--- src/rtl/neuron_argmax_collector.sv ---
// neuron_argmax_collector
//   Collects one frame of NUM_CLASSES signed Q20.20 activations over a
//   valid/ready handshake. Each word is requantized to Q10.10 (round half up,
//   saturate). The block tracks the frame maximum and presents its class
//   index and value until the consumer accepts it.
//
//   Optional build macro: NEURON_ARGMAX_RELU_EN clamps negative requantized
//   values to 0 before they are compared and output.
//
// Ports:
//   clk        rising-edge clock
//   rst_n      asynchronous active-low reset
//   in_valid   activation word available
//   in_ready   block accepts a word this cycle (registered)
//   in_data    signed Q20.20 activation, IN_W bits
//   out_valid  frame result available (registered)
//   out_ready  consumer accepts the result
//   out_class  index of the frame maximum
//   out_value  requantized maximum, Q10.10, DW bits
//   out_sat    at least one word of the frame saturated
module neuron_argmax_collector #(
  parameter int NUM_CLASSES = 10,
  parameter int IN_W        = 40,
  parameter int DW          = 20,
  parameter int FRAC_BITS   = 10,
  parameter int CLS_W       = $clog2(NUM_CLASSES)
) (
  input  logic             clk,
  input  logic             rst_n,
  input  logic             in_valid,
  output logic             in_ready,
  input  logic [IN_W-1:0]  in_data,
  output logic             out_valid,
  input  logic             out_ready,
  output logic [CLS_W-1:0] out_class,
  output logic [DW-1:0]    out_value,
  output logic             out_sat
);

  typedef enum logic {ACCUM, DONE} state_t;

  // Rounding constant and clamp limits, all at the widened IN_W+1 width.
  localparam logic signed [IN_W:0] RND =
    {{(IN_W+1-FRAC_BITS){1'b0}}, 1'b1, {(FRAC_BITS-1){1'b0}}};
  localparam logic signed [IN_W:0] QMAX =
    {{(IN_W+2-DW){1'b0}}, {(DW-1){1'b1}}};
  localparam logic signed [IN_W:0] QMIN =
    {{(IN_W+2-DW){1'b1}}, {(DW-1){1'b0}}};
  localparam logic [CLS_W-1:0] LAST = CLS_W'(NUM_CLASSES - 1);

  state_t           state;
  logic [CLS_W-1:0] idx;

  logic signed [IN_W:0]   ext;
  logic signed [IN_W:0]   sh;
  logic signed [DW-1:0]   q;
  logic                   sat_w;
  logic                   accept;

  assign accept = in_valid && in_ready;

  // Requantize the incoming word: widen by one bit so the rounding add cannot
  // overflow, shift arithmetically, then clamp to the DW-bit range.
  always_comb begin
    ext   = $signed({in_data[IN_W-1], in_data}) + RND;
    sh    = ext >>> FRAC_BITS;
    q     = sh[DW-1:0];
    sat_w = 1'b0;
    if (sh > QMAX) begin
      q     = QMAX[DW-1:0];
      sat_w = 1'b1;
    end else if (sh < QMIN) begin
      q     = QMIN[DW-1:0];
      sat_w = 1'b1;
    end
`ifdef NEURON_ARGMAX_RELU_EN
    if (q[DW-1]) q = '0;
`endif
  end

  // out_class/out_value/out_sat double as the running best/sat trackers; they
  // are only meaningful to the consumer while out_valid is high.
  always_ff @(posedge clk or negedge rst_n) begin
    if (!rst_n) begin
      state     <= ACCUM;
      idx       <= '0;
      in_ready  <= 1'b1;
      out_valid <= 1'b0;
      out_class <= '0;
      out_value <= '0;
      out_sat   <= 1'b0;
    end else begin
      case (state)
        ACCUM: begin
          if (accept) begin
            if (idx == '0) begin
              out_value <= q;
              out_class <= '0;
              out_sat   <= sat_w;
            end else begin
              if (q > $signed(out_value)) begin
                out_value <= q;
                out_class <= idx;
              end
              out_sat <= out_sat | sat_w;
            end
            if (idx == LAST) begin
              idx       <= '0;
              state     <= DONE;
              in_ready  <= 1'b0;
              out_valid <= 1'b1;
            end else begin
              idx <= idx + CLS_W'(1);
            end
          end
        end
        DONE: begin
          if (out_ready) begin
            state     <= ACCUM;
            in_ready  <= 1'b1;
            out_valid <= 1'b0;
            idx       <= '0;
            out_class <= '0;
            out_value <= '0;
            out_sat   <= 1'b0;
          end
        end
        default: begin
          state     <= ACCUM;
          in_ready  <= 1'b1;
          out_valid <= 1'b0;
          idx       <= '0;
        end
      endcase
    end
  end

endmodule

--- config.mk ---
export PLATFORM = sky130hd
export DESIGN_NAME = neuron_argmax_collector
export DESIGN_NICKNAME = d
export VERILOG_FILES = /design/src/rtl/neuron_argmax_collector.sv
export SDC_FILE = /design/constraint.sdc
export NUM_CORES = 1
export LEC_CHECK = 0
export CAP_MARGIN = 20
export CORE_MARGIN = 1.5
export CORE_UTILIZATION = 50
export DETAILED_ROUTE_END_ITERATION = 16
export HOLD_SLACK_MARGIN = 0.02
export PLACE_DENSITY = 0.81
export SLEW_MARGIN = 20
export SYNTH_ARGS = -nofsm -noshare
export SYNTH_HDL_FRONTEND = slang
export SYNTH_SLANG_ARGS = --single-unit
--- constraint.sdc ---
create_clock -name clk -period 2.8 [get_ports clk]
set_input_delay 0.56 -clock clk [delete_from_list [all_inputs] [get_ports clk]]
set_output_delay 0.56 -clock clk [all_outputs]
set_load 0.05 [all_outputs]
**Yosys cells after proc, flatten, opt, wreduce, memory -nomap -nowiden**

Cells that the tools add are included.

- Output and inout bits: 27
- Bits in registers: 32
- Bits of input ports: 44
- Word-level logic and storage cells: 56

- Muxes and demuxes: 32
- Add/sub/neg operators: 2
- Eq/ne operators: 5
- Bitwise gates (word level): 2
- $lt $le $gt $ge: 3
- Reductions and logical operators: 5

Operators by type and width:

| kind | number |
|---|---|
| 20-bit 2-to-1 mux | 6 |
| 40-bit by 11-bit adder with 41-bit output (second input constant) | 1 |
| 20-bit one-hot mux with 2 select lines | 1 |
| 31-bit by 20-bit greater-than comparator with 1-bit output (second input constant) | 1 |
| 31-bit by 20-bit < comparator with 1-bit output (second input constant) | 1 |
| 4-bit 2-to-1 mux | 6 |
| 20-bit greater-than comparator | 1 |
| 4-bit one-hot mux with 2 select lines | 2 |
| 1-bit 2-to-1 mux | 13 |
| 1-bit one-hot mux with 2 select lines | 4 |
| 2-bit inequality test (second input constant) | 3 |
| 3-bit AND reduction | 2 |
| 4-bit by 1-bit adder with 4-bit output (second input constant) | 1 |
| 4-bit equality test (second input constant) | 1 |
| 4-bit zero test | 1 |
| 3-bit inequality test (second input constant) | 1 |
| 2-bit AND reduction | 1 |
| 1-bit logical AND | 1 |
| 1-bit NOT | 1 |
| 1-bit OR | 1 |

**Logic depth before layout (Yosys ltp)**

Gate-level depths: netlist (run 1).

- Word-level depth: 9
- Mapped depth: 19
- Mapped depth without buffers: 16

**Least setup slack after synthesis (run 1)**

Ideal clock, no wire load.

- Path type: input -> register
- Start: input in_data[17]
- End: register out_value[16]
- Library setup time: 121 ps
- Required time: 2679 ps
- Data arrival time: 4365 ps
- Stages: 18
- Setup slack: -1686 ps
- Buffers on the path: 3
- Cell sequence: nand4_2 or4_1 buf_2 nor2_4 a31oi_1 or4_1 o31ai_4 buf_6 a21oi_2 ha_1 nand4_1 nor4_1 o21ai_0 o211ai_1 mux2i_1 nand2_1 clkbuf_1 a22o_1

- Cells in the longest elaborated chain, start to end: 8
- Elaborated cells on any way between the ends: 12
- Those cells by class: add/sub (1); order compare (3); eq/ne (1); mux (6); reduce/logical (1)

Ends and longest elaborated chain:

| what | line | source |
|---|---|---|
| start, declared | 32 | `input logic [IN_W-1:0] in_data,` |
| 40-bit by 11-bit adder with 41-bit output * | 65 | `ext = $signed({in_data[IN_W-1], in_data}) + RND;` |
| 31-bit by 20-bit < comparator with 1-bit output | 72 | `end else if (sh < QMIN) begin` |
| 20-bit 2-to-1 mux | 72 |  |
| 20-bit 2-to-1 mux * | 69 | `if (sh > QMAX) begin` |
| parallel branches: the longest is 4 deep, another holds 20-bit greater-than comparator | - |  |
| end signal, assigned | 97 | `out_value <= q;` |
| end signal, assigned | 102 | `out_value <= q;` |
| end, declared | 36 | `output logic [DW-1:0] out_value,` |

Mark *: on every way between the ends. The select of a mux whose other input is x is not followed.
A chain may end at the register's enable or synchronous reset.

**Worst setup path after layout (run 1)**

- Start: input in_data[23]
- End: register out_value[15]

The elaborated chain is that of the path after synthesis.

==> summary.md, run 1 <==
| Metric | Value |
|---|---|
| Outcome | finished with violations |
| Violated checks | DRC, setup timing |
| Syn. warnings | 0 |
| Most common cell in the synthesized netlist | dfrtp_1 |
| Syn Nets | 400 |
| Number of diodes | 0 |
| Met2 global-route usage | 62.3% |
| Clock Sinks | 32 |
| Clk_lat worst skew | around 0.30 ns |
| Die Y | about 78 um |
| Global-route wire length before repair | 17000 um |
| Area contributors post-synth | dfrtp_1 (27%), ha_1 (11%), a21o_1 (4.5%), nand2_1 (3.8%), xnor2_1 (3.7%) |
| CP Launch Type | input port |
| Final Cell Area | around 4900 um2 |
| Fin crit share | 183% |
| Top FF cell, synth | dfrtp_1 |
| DR WL/cell | ~23 um |
| Initial antenna violation count | 1 |
| Final WL | between 10000 and 15000 um |
| Biggest area consumer among synthesized cells | dfrtp_1 |
| Cells after Synth | approximately 330 |
| Core footprint | 5510 um2 |
| M3 GR Usage | under 10% |
| Worst endpoint data arrival time | between 5 and 6 ns |
| Drt initial violations | roughly 470 |
| Crit-path max FO | 7 |
| Power Dens Cells | between 900 and 1000 nW/um2 |
| Slew @ Worst Pin | ~0.53 ns |
| RePlAce Congestion | between 0.9 and 1 |
| Peak Freq | 195 MHz |
| Crit Reg-Reg Startpoint | out_value[15] |
| Chip width | 78.3 um |
| FF+latch count, synth | 32 |
| Mapped Area | 2840 um2 |
| DPL Wire Length | 6720 um |
| Vias in the first global route | 3564 |
| Pre-antenna DRT Iters | 14 |
| Worst setup EP type | flip-flop |
| Share of the synthesized area in the top cell type | 27.3% |
| Area Overhead vs Synth | 71.3% |
| Critical path type | in -> reg |
| Placed Instances | around 540 |
| DRT antenna net count | 0 |
| Die ar. | between 6000 and 7000 um2 |
| Critical Path RT | ~3 ns |
| Port Buffers | approximately 60 |
| Maxcap violations | 0 |
| GRT met1 Usage | 41.7% |
| Post-synthesis sequential area ratio | between 20% and 30% |
| Vias | 3708 |
| CTS buffer count | 5 |
| Hold Crit Start | out_value[9] |
| Max-slew violations | 0 |
| Total grt overflow | 0 |
| Final #Nets | between 500 and 600 |
| Post-synthesis cell type count | 54 |
| H-tree Lvls | 2 |
| Most frequent cells after synthesis | dfrtp_1 (31), nand2_1 (29), inv_1 (27) |
| Share of layout cells above drive strength 1 | 39.8% |
| Drc violations | 2 |
| CTS tree | done |
| Min cycle time layout | between 5 and 6 ns |
| Number of synthesized flops with an enable pin | 0 |
| Final cell count without fillers | just under 600 |
| Top Ports | 71 |
| Peak VDD IR | approximately 0.63 mV |
| Worst setup margin | -2.33 ns |
| Unrepaired setup endpoints after global routing | true |
| Clock buffer depth | 2 |
| CTS Root Cell | clkbuf_8 |
| Critical path launch point | in_data[23] |
| Avg Synthesized Cell Area | 8.55 um2 |
| Worst hold path class | reg -> reg |
| DP Area | approximately 4200 um2 |
| Fin util | 88.3% |
| Rel. slew slack | between 60 and 70% |
| Final setup vio count | 25 |
| Total negative slack | -50.92 ns |
| Row count | 27 |
| Total global-route track usage | 35.9% |
| Largest net degree at the start of global routing | 33 |
| Vias/cell | about 6.4 |
| Leak Pwr | 2.29 nW |
| Final Hold Vio Count | 0 |
| Tot Pwr | about 4.4 mW |
| Layout Skew | 0.0114 ns |
| Initial Utilization | 51.5% |
| CTS clk-pin slew, worst paths | 0.08 ns |
| Top Usage Layer GRT | met2 |
| Post-synth ARST share | 100% |
[registers in the layout, indices dropped and copies added, names as in the netlist]
signal and flops:
idx 4, in_ready 1, out_class 4, state 1, out_value 20, out_sat 1
out_valid 1
[final cells by class]
| class | count | area [um2] |
|---|---|---|
| multi-input combinational | 259 | 2130 |
| timing repair buffer | 181 | 1620 |
| sequential | 32 | 802 |
| fill | 256 | 644 |
| inverter | 27 | 101 |
| clock buffer | 7 | 96.3 |
| tap | 72 | 90.1 |
| clock inverter | 1 | 30.0 |
[per-layer routing]
metal  vias up  share of wire [%]
met1      1690                 35
met3       119                 11
met4         2                8.8
met5         -               0.11
li1       1547                  -
met2       350                 45
[cell usage in the layout, fill, tap and decap left out, types with 15 or more instances in the layout]
| cell type | synthesis | final |
|---|---|---|
| inv_1 | 27 | 26 |
| nand3_1 | 20 | 19 |
| nor2_1 | 21 | 18 |
| a21o_1 | 17 | 17 |
| nand2_1 | 29 | 26 |
| dfrtp_1 | 31 | 31 |
| ha_1 | 24 | 18 |
| nand4_1 | 15 | 15 |
| clkdlybuf4s50_1 | 0 | 36 |
| buf_4 | 1 | 105 |
[metrics by stage]
stage,setup WS [ns],hold slack (ns)
after global routing,-2.40,0.570
after global placement,-2.14,0.461
after detailed placement,-2.26,0.505
after floorplan,-1.44,0.264
final,-2.33,0.539
after CTS,-1.79,0.519
[critical path, stage by stage]
cell,delay [ns]
buf_6,0.07
nand4_1,0.16
buf_4,0.19
nor4_4,0.14
buf_4,0.19
buf_12,0.11
nand4_1,0.10
mux2i_1,0.15
or4_4,0.54
o31ai_4,0.31
buf_6,0.15
clkbuf_16,0.14
o21ai_2,0.07
ha_1,0.38
nand4_1,0.22
nor4_4,0.34
o21ai_1,0.12
o211ai_1,0.17
mux2i_1,0.28
nand2_2,0.20
buf_8,0.20
nor3_1,0.27
a21o_1,0.26
[worst paths after layout]
check	endpoint	slack, ns	cells after the start
worst max-delay path	out_value[15]	-2.33	23
worst max register to register	out_value[15]	-0.32	11
min in group asynchronous	out_value[15]	0.67	2
max in group asynchronous	in_ready	1.80	2
worst min register to register	out_value[9]	0.54	1
worst min-delay path	out_value[9]	0.54	1
[repair_timing]
item,in CTS,in global routing
hold buffers,0,0
pin swaps,24,26
buffers inserted,21,12
resized for setup,68,43
setup endpoints to repair,25,25
gates cloned,4,1
[cell families after synthesis]
| kind of cell | count (synthesis) | share of synthesized area (%) |
|---|---|---|
| AOI/OAI and AO/OA | 72 | 19.0 |
| xor gates and xnor gates | 21 | 6.48 |
| adders and majority gates | 24 | 10.6 |
| buffers and inverters | 41 | 6.13 |
| DFF | 32 | 28.3 |
| muxes | 10 | 3.79 |
| and+or+nand+nor | 132 | 25.8 |
[report_power, final]
part           switching (mW)  total [mW]  internal, mW  leakage, nW
Sequential              0.205       0.889         0.684        0.393
Clock                   0.194       0.508         0.314       0.0645
Combinational            1.82        3.04          1.21         1.83
Note: power is estimated with default switching activity, not from simulation.
==> inputs of run 2 (changes only) <==
ABC_AREA = 1   (was not set)
CORE_UTILIZATION = 51   (was 50)
==> summary.md, run 2 <==
| Metric | Value |
|---|---|
| Hold Crit Start | in_ready |
| CTS buffer count | 5 |
| Total grt overflow | 0 |
| Most common cell after layout, fill and taps aside | nand2_1 |
| Die Y | around 80 um |
| Final WL | about 17000 um |
| Layout Skew | between 0.005 and 0.006 ns |
| Largest regs | out_value (20), idx (4), out_class (4) |
| Area contributors post-synth | nand2_1 (26%), dfrtp_1 (25%), ha_1 (9.9%), inv_1 (6.2%), nor2_1 (6.0%) |
| Global-route wire length before repair | roughly 19000 um |
| Mapped Area | about 3000 um2 |
| Post-synthesis sequential area ratio | a little over a quarter |
| Avg Synthesized Cell Area | 6.32 um2 |
| Worst hold path class | reg -> reg |
| CTS Root Cell | clkbuf_8 |
| Total global-route track usage | 39.1% |
| Final setup vio count | 25 |
| Core footprint | between 5000 and 6000 um2 |
| Peak Freq | roughly 230 MHz |
| Power Dens Cells | just over 800 nW/um2 |
| Area Overhead vs Synth | 77.2% |
| Biggest area consumer among synthesized cells | nand2_1 |
| Most frequent cells after synthesis | nand2_1 (207), inv_1 (50), nor2_1 (49) |
| Port Buffers | between 60 and 70 |
| Post-synthesis cell type count | 24 |
| Initial Utilization | roughly 54% |
| Row count | 27 |
| Worst setup EP type | flip-flop |
| H-tree Lvls | 2 |
| Critical path launch point | in_data[9] |
| Chip width | between 80 and 90 um |
| Vias in the first global route | between 4000 and 5000 |
| Post-synth ARST share | between 90% and 100% |
| CP Launch Type | input port |
| Internal power | roughly 2.1 mW |
| Unrepaired setup endpoints after global routing | true |
| Min cycle time layout | around 4.4 ns |
| Switching Share | a little over half |
| Share of layout cells above drive strength 1 | 47.6% |
| Vias/cell | roughly 6.5 |
| FF+latch count, synth | 32 |
| Leak Pwr | 2.69 nW |
| Final #Nets | about 720 |
| Largest register by flop count | out_value |
| Peak VDD IR | ~0.86 mV |
| Max reg flops | 20 |
| Worst endpoint data arrival time | around 4.6 ns |
| Clock power frac | under 10% |
| Cells after Synth | ~480 |
| Worst setup margin | -1.61 ns |
| Die ar. | between 6000 and 7000 um2 |
| Most frequent cells in the layout | nand2_1 (130), buf_4 (96), nand2_2 (69), inv_1 (48) |
| Violated checks | setup timing |
| Final Hold Vio Count | 0 |
| Most used cell, CP | nand2_2 |
| Pre-antenna DRT Iters | 9 |
| Clk_lat worst skew | 0.30 ns |
| RePlAce Congestion | about 0.97 |
| Critical Path RT | about 3 ns |
| Combinational Power Share | a little over two thirds |
| Slew @ Worst Pin | approximately 0.54 ns |
| Initial antenna violation count | 0 |
| Crit-path max FO | 8 |
| Share of the synthesized area in the top cell type | about a quarter |
| Top Ports | roughly 70 |
| CTS Hold Bufs | 0 |
| Outcome | finished with violations |
| Net Switching | between 2 and 2.5 mW |
| Syn Nets | 550 |
| Syn. warnings | 0 |
| Clock buffer depth | 2 |
| Drc violations | 0 |
| Top FF cell, synth | dfrtp_1 |
| CTS clk-pin slew, worst paths | around 0.070 ns |
| Post-Place Setup Slack | -1.59 ns |
| Maxcap violations | 0 |
| Crit Reg-Reg Startpoint | out_value[19] |
| CTS tree | done |
| Critical path type | in -> reg |
| Rel. slew slack | between 60% and 70% |
| Tot Pwr | between 4 and 5 mW |
| DPL Wire Length | roughly 7400 um |
| Largest net degree at the start of global routing | 33 |
| Fin crit share | 157% |
| Reg power frac | between 20% and 30% |
| DR WL/cell | roughly 24 um |
| Vias | 4696 |
| Drt initial violations | between 600 and 700 |
| Max-slew violations | 0 |
| Slowest Stage Delay on Critical Path | 0.29 ns |
| DRT antenna net count | 0 |
| Slowest CP cell | nor2_2 |
| Number of diodes | 0 |
| Number of synthesized flops with an enable pin | 0 |
| Most common cell in the synthesized netlist | nand2_1 |
| Clock Sinks | 32 |
-- run 2: cell types whose count changed in the layout (fill, tap and decap cells not counted), moves of 11 or more --
| cell | change |
|---|---|
| a21o_1 | -17 |
| ha_4 | +11 |
| nand2_1 | +104 |
| inv_1 | +22 |
| nor2_4 | +21 |
| buf_2 | +18 |
| nand2_4 | +28 |
| nor2_2 | +15 |
| nand2_2 | +66 |
-- run 2: path summary, 6_finish.rpt --
path | to | slack, ns | cells past startpoint
max | out_value[2] | -1.61 | 28
min | in_ready | 0.51 | 2
max reg2reg | out_value[2] | 0.16 | 15
min reg2reg | in_ready | 0.51 | 2
max in group asynchronous | in_ready | 1.76 | 2
min in group asynchronous | out_value[7] | 0.70 | 2
-- run 2: per-stage QoR --
stage / setup TNS [ns] / cell area, um2 / instances / util (%) / hold WS (ns)
after global routing: -39.31 / 5400 / 723 / 95.7 / 0.529
after CTS: -15.36 / 5050 / 713 / 89.5 / 0.489
after floorplan: -11.93 / 3150 / 482 / - / 0.264
after global placement: -33.78 / 4400 / 687 / 77.9 / 0.465
after detailed placement: -37.50 / 4400 / 687 / 77.9 / 0.472
final: -37.59 / 5400 / 723 / 95.7 / 0.510
-- run 2: power groups by stage --
| stage | Sequential (mW) | Clock [mW] | Combinational [mW] |
|---|---|---|---|
| global placement | 0.871 | 0 | 2.15 |
| CTS | 0.880 | 0.391 | 2.50 |
| global route | 0.959 | 0.419 | 3.24 |
| floorplan | 1.49 | 0 | 0.838 |
| detailed placement | 0.879 | 0 | 2.24 |
| finish | 0.951 | 0.409 | 3.12 |
-- run 2: worst max-delay path, delay by kind of cell --
family                   cells  cell delay (ns)
AND/OR/NAND/NOR             21             3.05
adder cells (fa/ha/maj)      1             0.21
AO/OA/AOI/OAI                2             0.27
buffers and inverters        4             0.53
-- run 2: timing repair --
item / in CTS / in global routing
setup buffers: 16 / 8
hold endpoints to repair: 0 / 0
gates resized for setup: 209 / 99
cloned: 3 / 2
endpoints found under the setup margin: 24 / 24
pin swaps: 63 / 44
-- run 2: area by class of cell --
type | instances | area, um2
Clock buffer | 7 | 96.3
Sequential cell | 32 | 802
Fill cell | 133 | 243
Inverter | 50 | 188
Tap cell | 72 | 90.1
Timing Repair Buffer | 169 | 1440
Multi-Input combinational cell | 393 | 2780
-- run 2: cell families after synthesis --
logic type / after synthesis / share of synthesized area, %
buf+inv: 58 / 8.66
fa+ha+maj: 24 / 9.86
flops: 32 / 26.3
simple gates: 320 / 44.8
xor+xnor: 18 / 5.17
compound gates: 30 / 5.22
-- run 2: per-layer routing --
metal / vias to the layer above / track usage, % / wire length (um)
met3: 228 / 10.0 / 2170
li1: 1847 / - / -
met1: 2114 / 46.5 / 5730
met2: 507 / 67.0 / 7480
met5: - / 0 / 0
met4: 0 / 15.7 / 1780
